<file path="src/rtl/pc_seq_pkg.sv">
// ============================================================================
// pc_seq_pkg : shared state encoding and constants for the PC sequencer
// Rev 1.0 : initial release
// ============================================================================
`default_nettype none

package pc_seq_pkg;

  localparam int XLEN_DEFAULT = 32;
  localparam int PC_INC       = 4;

  typedef enum logic [2:0] {
    ST_FETCH  = 3'd0,
    ST_DECODE = 3'd1,
    ST_EXEC   = 3'd2,
    ST_MEM    = 3'd3,
    ST_WB     = 3'd4,
    ST_HALT   = 3'd5,
    ST_TRAP   = 3'd6
  } state_e;

endpackage

`default_nettype wire

</file>
<file path="src/rtl/pc_next_calc.sv">
// ============================================================================
// pc_next_calc : combinational next-PC selection (seq / branch / JAL / JALR)
// Config macro : PC_MISALIGN_TRAP_EN (report misaligned targets, else align)
// Rev 1.0 : initial release
// ============================================================================
`default_nettype none

module pc_next_calc
  import pc_seq_pkg::*;
#(
  parameter int XLEN = XLEN_DEFAULT
) (
  input  logic [XLEN-1:0] pc,
  input  logic [XLEN-1:0] imm,
  input  logic [XLEN-1:0] rs1_val,
  input  logic            is_jal,
  input  logic            is_jalr,
  input  logic            is_branch,
  input  logic            br_taken,
  output logic [XLEN-1:0] npc,
  output logic [XLEN-1:0] pc_plus4,
  output logic            misaligned
);

  logic [XLEN-1:0] pc_rel;
  logic [XLEN-1:0] jalr_tgt;
  logic [XLEN-1:0] target;

  always_comb begin
    pc_plus4 = pc + XLEN'(PC_INC);
    pc_rel   = pc + imm;
    jalr_tgt = (rs1_val + imm) & ~XLEN'(1);
    target   = pc_plus4;
    if (is_jal) begin
      target = pc_rel;
    end else if (is_jalr) begin
      target = jalr_tgt;
    end else if (is_branch && br_taken) begin
      target = pc_rel;
    end
`ifdef PC_MISALIGN_TRAP_EN
    npc        = target;
    misaligned = |target[1:0];
`else
    // Without trapping, low bits are simply dropped so the PC stays word aligned.
    npc        = target & ~XLEN'(3);
    misaligned = 1'b0;
`endif
  end

endmodule

`default_nettype wire

</file>
<file path="src/rtl/pc_sequencer.sv">
// ============================================================================
// pc_sequencer : multi-cycle FETCH/DECODE/EXEC/MEM/WB control, owns the PC
// Config macro : PC_MISALIGN_TRAP_EN (misaligned targets enter TRAP)
// Rev 1.0 : initial release
// ============================================================================
`default_nettype none

module pc_sequencer
  import pc_seq_pkg::*;
#(
  parameter int              XLEN     = XLEN_DEFAULT,
  parameter logic [XLEN-1:0] RESET_PC = '0
) (
  input  logic            clock,
  input  logic            reset,
  output logic            imem_req,
  input  logic            imem_ack,
  output logic            ir_write,
  input  logic            is_jal,
  input  logic            is_jalr,
  input  logic            is_branch,
  input  logic            br_taken,
  input  logic            halt,
  input  logic            mem_op,
  input  logic            mem_ack,
  input  logic            wb_en,
  input  logic [XLEN-1:0] imm,
  input  logic [XLEN-1:0] rs1_val,
  output logic [XLEN-1:0] pc,
  output logic [XLEN-1:0] pc_plus4,
  output logic            reg_write,
  output logic            retire,
  output logic            halted,
  output logic            trap,
  output logic [2:0]      state
);

  state_e          state_q, state_d;
  logic [XLEN-1:0] pc_q, pc_d;
  logic [XLEN-1:0] npc_q, npc_d;
  logic [XLEN-1:0] calc_npc;
  logic            calc_misaligned;

  pc_next_calc #(
    .XLEN (XLEN)
  ) u_pc_next_calc (
    .pc         (pc_q),
    .imm        (imm),
    .rs1_val    (rs1_val),
    .is_jal     (is_jal),
    .is_jalr    (is_jalr),
    .is_branch  (is_branch),
    .br_taken   (br_taken),
    .npc        (calc_npc),
    .pc_plus4   (pc_plus4),
    .misaligned (calc_misaligned)
  );

  always_ff @(posedge clock) begin
    if (reset) begin
      state_q <= ST_FETCH;
      pc_q    <= RESET_PC;
      npc_q   <= RESET_PC;
    end else begin
      state_q <= state_d;
      pc_q    <= pc_d;
      npc_q   <= npc_d;
    end
  end

  always_comb begin
    state_d   = state_q;
    pc_d      = pc_q;
    npc_d     = npc_q;
    imem_req  = 1'b0;
    ir_write  = 1'b0;
    reg_write = 1'b0;
    retire    = 1'b0;
    halted    = 1'b0;
    unique case (state_q)
      ST_FETCH: begin
        imem_req = 1'b1;
        if (imem_ack) begin
          ir_write = 1'b1;
          state_d  = ST_DECODE;
        end
      end
      ST_DECODE: begin
        state_d = halt ? ST_HALT : ST_EXEC;
      end
      ST_EXEC: begin
        // Target is captured here so WB does not depend on decoder stability.
        npc_d = calc_npc;
        if (calc_misaligned) begin
          state_d = ST_TRAP;
        end else begin
          state_d = mem_op ? ST_MEM : ST_WB;
        end
      end
      ST_MEM: begin
        if (mem_ack) begin
          state_d = ST_WB;
        end
      end
      ST_WB: begin
        reg_write = wb_en;
        retire    = 1'b1;
        pc_d      = npc_q;
        state_d   = ST_FETCH;
      end
      ST_HALT: begin
        halted = 1'b1;
      end
      ST_TRAP: begin
        state_d = ST_TRAP;
      end
      default: begin
        state_d = ST_FETCH;
      end
    endcase
  end

`ifdef PC_MISALIGN_TRAP_EN
  assign trap = (state_q == ST_TRAP);
`else
  assign trap = 1'b0;
`endif

  assign pc    = pc_q;
  assign state = state_q;

endmodule

`default_nettype wire

</file>
<file path="config.mk">
export PLATFORM = sky130hd
export DESIGN_NAME = pc_sequencer
export DESIGN_NICKNAME = d
export VERILOG_FILES = /design/src/rtl/pc_seq_pkg.sv /design/src/rtl/pc_next_calc.sv /design/src/rtl/pc_sequencer.sv
export SDC_FILE = /design/constraint.sdc
export NUM_CORES = 1
export LEC_CHECK = 0
export CAP_MARGIN = 0
export CORE_UTILIZATION = 50
export CTS_BUF_LIST = sky130_fd_sc_hd__clkbuf_16
export DETAILED_ROUTE_END_ITERATION = 16
export PLACE_DENSITY = 0.91
export SLEW_MARGIN = 10
export SYNTH_ARGS = -nofsm -noshare
export SYNTH_HDL_FRONTEND = slang
export SYNTH_SLANG_ARGS = --single-unit
</file>
<file path="constraint.sdc">
create_clock -name clock -period 8.45 [get_ports clock]
set_input_delay 1.2675 -clock clock [delete_from_list [all_inputs] [get_ports clock]]
set_output_delay 1.2675 -clock clock [all_outputs]
set_load 0.03 [all_outputs]
</file>
# After elaboration in Yosys (flattened, before gate mapping)
# Index checks and enable logic that the tools add are counted.
[op_classes]
add_sub_neg = 3
bitwise = 1
n_reduce_logical = 3
n_eq_ne = 8
n_mux = 14
[ops]
columns = ["cell", "n"]
rows = [
  ["$mux W32", 3],
  ["$add A32 B32 Y32", 2],
  ["$add A32 B3 Y32 const B", 1],
  ["$pmux W3 S6", 1],
  ["$mux W3", 4],
  ["$eq A3 B3 Y1 const B", 3],
  ["$eq A3 B2 Y1 const B", 2],
  ["$mux W1", 6],
  ["$ne A2 B2 Y1 const B", 2],
  ["$eq A3 B1 Y1 const B", 1],
  ["$logic_not A3 Y1", 1],
  ["$reduce_and A3 Y1", 1],
  ["$logic_and A1 B1 Y1", 1],
  ["$not A1 Y1", 1],
]
[totals]
elab_cells = 32
in_bits = 75
ff_bits = 63
out_inout_bits = 73

# Longest topological paths before layout
[depth]
ltp_word = 4
mapped_depth = 11
depth_no_buf = 11

# Modules after synthesis
# Synthesis repeated with hierarchy kept, for this count alone.
[unflattened]
hier_cells = 908
hier_area_um2 = 6570.1
[by_module_without_submodules]
columns = ["module", "cells_each", "seq_area_each_um2", "area_each_um2", "instances"]
rows = [
  ["pc_next_calc", 595, 0.0, 4107.7, 1],
  ["pc_sequencer", 313, 1341.3, 2462.4, 1],
]

# Worst setup path before layout
# Ideal clock, no wire load.
[synth_path]
kind = "in2reg"
from = "input port imm[2]"
to = "register npc_q[28]"
slack_ns = 4.552
t_required_ns = 8.315
stages = 11
n_path_buf = 0
t_arrival_ns = 3.763
setup_time_ns = 0.135
path_cell_list = "ha_1 > fa_1 > a211oi_2 > nor2_1 > o221a_2 > o41a_4 > a21oi_1 > o41ai_1 > xor2_1 > a221oi_1 > nor4_1"
[synth_via]
elab_chain_len = 4
word_cells_on_any_way = 5
classes_between = "add/sub: 2; mux: 3"
[synth_lines]
columns = ["item", "line_no", "source"]
rows = [
  ["start, declared", "pc_sequencer.sv:27", "input logic [XLEN-1:0] imm,"],
  ["$add A32 B32 Y32", "pc_next_calc.sv:31", "pc_rel = pc + imm;"],
  ["$mux W32", "pc_next_calc.sv:38", "end else if (is_branch && br_taken) begin"],
  ["$mux W32", "pc_next_calc.sv:36", "end else if (is_jalr) begin"],
  ["$mux W32 (*)", "pc_next_calc.sv:34", "if (is_jal) begin"],
  ["end signal, assigned", "pc_sequencer.sv:67", "npc_q <= npc_d;"],
  ["end, declared", "pc_sequencer.sv:40", "logic [XLEN-1:0] npc_q, npc_d;"],
]
# Every way passes the cells marked *; elsewhere a longest branch is shown, timed or not.
# A chain may end at the register's enable or synchronous reset.

# Final worst setup path
[layout_path]
from = "register pc_q[3], in the netlist pc[3]"
to = "output port pc_plus4[25]"
[layout_via]
elab_chain_len = 1
[layout_lines]
columns = ["item", "line_no", "source"]
rows = [
  ["start, declared", "pc_sequencer.sv:39", "logic [XLEN-1:0] pc_q, pc_d;"],
  ["start signal, assigned", "pc_sequencer.sv:66", "pc_q <= pc_d;"],
  ["$add A32 B3 Y32", "pc_next_calc.sv:30", "pc_plus4 = pc + XLEN'(PC_INC);"],
  ["end, declared", "pc_sequencer.sv:30", "output logic [XLEN-1:0] pc_plus4,"],
]
# Every way passes these cells.

==> results.py <==
metrics = {
    "critical_path": {
        "crit_chain": "nand4_1, or3_1, nor3_1, nand3_1, xnor2_1, clkdlybuf4s50_1",
        "path_depth": 6,
        "regToRegSetupSlack_ps": 5000,
        "worst_ep_required_time_ps": 7180,
        "cp-startpoint": "pc[3]$_SDFFE_PP0P_",
        "crit_family": "simple AND/OR/NAND/NOR gates",
        "worst_r2r_path_depth": 11,
        "r2r_start": "pc[2]$_SDFFE_PP0P_",
        "crit_buf_inv": 1,
        "cp_slowest_cell": "clkdlybuf4s50_1",
        "critPathMaxFanout": 7,
        "critPathKind": "flop to primary output",
        "end_kind": "primary output",
        "cp-start-kind": "flop",
        "r2r_end": "npc_q[28]$_SDFFE_PP0N_",
        "slowest_delay_ps": 730,
        "crit_arrival_ps": 3420,
    },
    "detailed_routing": {
        "ant_nets": 0,
        "first_pass_iters": 6,
        "wl_per_cell_um": 18.5,
        "drtIter0Drc": 762,
        "finalWirelength_um": 22000,
        "num_vias": 7580,
        "vias_per_cell": 6.37,
        "drcViolationCount": 0,
    },
    "pwr": {
        "p_leak_nw": 3.35,
        "peakVddDrop_v": 0.000107,
        "total_power_mw": 0.968,
        "cellPowerDensity_nw_per_um2": 117,
    },
    "final_layout": {
        "synthToLayoutAreaGrowth_pct": 27.7,
        "fill_cells": 1092,
        "final_cell_mix": "clkdlybuf4s50_1 (141), nand2_1 (134), a21oi_1 (99), nor2_1 (74), dfxtp_1 (63)",
        "seq_area_um2": 1260,
        "multi_input_area_um2": 4950,
        "num_antenna_cells": 0,
        "final_nets": 1149,
        "drive_above_1_share": 0.0432,
        "post-route-util": 0.656,
        "fin_area_um2": 8280,
        "final_common_cell": "clkdlybuf4s50_1",
    },
    "min_path": {
        "hp-class": "flop to flop",
        "min-delay-start": "npc_q[21]$_SDFFE_PP0N_",
        "hold_path_end": "pc[21]$_SDFFE_PP0P_",
        "hold_path_depth": 2,
    },
    "sta": {
        "rsz0062_at_grt": "no",
        "setup_tns_ps": 0,
        "period_needed_ps": 4690,
        "fin_crit_sh": 0.555,
        "hold_viol": 0,
        "setup_viol": 0,
        "slew_headroom": 0.372,
        "fmax_mhz": 213,
        "slew_viol_final": 0,
        "skew_ps": 15.0,
        "worst_pin_slew_ps": 938,
    },
    "floorplan": {
        "start_util": 0.514,
        "die-area_um2": 13400,
        "die_w_um": 116,
        "die_y_um": 116,
        "ios": 148,
        "row_count": 41,
        "coreArea_um2": 12600,
    },
    "cts": {
        "cts_sinks": 63,
        "cts.clk_slew.worst_paths_ps": 70,
        "ctsResizeCount": 0,
        "postCtsSetupRepairBufs": 0,
        "clockRootBuffer": "clkbuf_16",
        "cts_tree": "yes",
        "cts_buffers": 9,
        "clk_path_buf_depth": 2,
        "insertion_delay_ps": 340,
        "htree_levels": 3,
        "cts.hold.buffers_added": 0,
    },
    "logic_synthesis": {
        "synth-seq-cells": 63,
        "syn_inst": 896,
        "synthFlopType": "dfxtp_1",
        "yosysSeqAreaShare": 0.194,
        "async_flop_share": 0,
        "yosysWarnings": 0,
        "postSynthAreaPerCell_um2": 7.24,
        "synthDistinctLibCells": 79,
        "synth_edf_count": 0,
        "synth_area_um2": 6480,
    },
    "placement": {
        "place_area_um2": 7990,
        "hpwl_um": 16400,
        "io_buffers": 142,
        "gp_congestion": 0.948,
    },
    "global_routing": {
        "grt_pass1_vias": 7097,
        "antenna_found_initial": 0,
        "grt_max_degree": 55,
        "grt_pass1_wl_um": 34800,
        "grt_overflow": 0,
        "grt_usage": 0.328,
    },
    "run_status": {
        "outcome": "finished, final reports clean",
    },
    "flow_run": {
        "max_cap_viol_count": 0,
    },
}
worst min-delay path, cell delays in order (launching register included):
cell     delay [ps]
dfxtp_1         310
nand2_1          50
a21oi_1          50
cell type report:
class | instances | area share
clock inverters | 7 | 0.00876
multi-input cells | 767 | 0.598
flip-flops and latches | 63 | 0.152
inverters | 22 | 0.00997
clock buffers | 9 | 0.0272
well taps | 172 | 0.0260
repair buffers | 150 | 0.178
worst max path at each step:
stage                                  end  slack (ps)
floorplan           npc_q[28]$_SDFFE_PP0N_        4550
global placement    npc_q[28]$_SDFFE_PP0N_        3870
detailed placement  npc_q[28]$_SDFFE_PP0N_        3840
CTS                           pc_plus4[25]        3850
global route                  pc_plus4[25]        3650
finish                        pc_plus4[25]        3760
power by group:
part,leakage [nW],switching (mW),internal [mW],total [mW]
Sequential,0.509,0.00620,0.304,0.310
Combinational,2.70,0.165,0.118,0.283
Clock,0.143,0.145,0.229,0.374
Total,3.35,0.317,0.651,0.968
flip-flops by register name (all words and copies together) (netlist names):
| name | cells |
|---|---|
| npc_q | 30 |
| pc | 30 |
| state | 3 |
stage by stage:
stage,hold WS [ps],cells,worst slack (ps)
finish,442,1190,3760
global route,464,1190,3650
CTS,449,1190,3850
detailed placement,442,1174,3840
global placement,434,1174,3870
floorplan,425,900,4550
cell families after synthesis:
group | count (synthesis) | synth area share
and+or+nand+nor | 327 | 0.232
AOI/OAI and AO/OA | 299 | 0.307
buffers and inverters | 70 | 0.0446
xor gates and xnor gates | 68 | 0.0918
DFF | 63 | 0.194
adders and majority gates | 61 | 0.119
muxes | 7 | 0.0112
other | 1 | 0.000578
cells in the mapped netlist (4+ instances only):
cell type  instances  area share
and3_1            16       0.015
nand3_1           25       0.019
dfxtp_1           63        0.19
a21o_1            27       0.031
nor3_1            27       0.021
inv_1             22       0.013
nor2_1            74       0.043
a31oi_1           11       0.011
clkbuf_1          38       0.022
o221ai_1           8       0.011
xor2_1            32       0.043
a211oi_1          15       0.017
mux2i_1            5      0.0077
buf_1              4      0.0023
a22oi_1            4      0.0046
a21oi_1           99       0.076
o21a_1             8      0.0093
buf_4              5      0.0058
nand2_1          134       0.078
nand4_1           18       0.017
nor4_1             4      0.0039
a221oi_1           7      0.0095
or3_1              5      0.0048
xnor2_1           36       0.049
o21ai_0           45       0.035
o211ai_1          11       0.013
nor2b_1            6      0.0058
o2111ai_1          5      0.0068
ha_1              60        0.12
o21bai_1           7      0.0081
o22ai_1            6      0.0058
routing by layer:
layer,global-route usage,up-vias,share of wire
met5,0,-,0
li1,-,3539,-
met1,0.432,3536,0.42
met4,0.147,0,0.030
met3,0.0335,68,0.089
met2,0.542,437,0.46
Note: power is estimated with default switching activity, not from simulation.
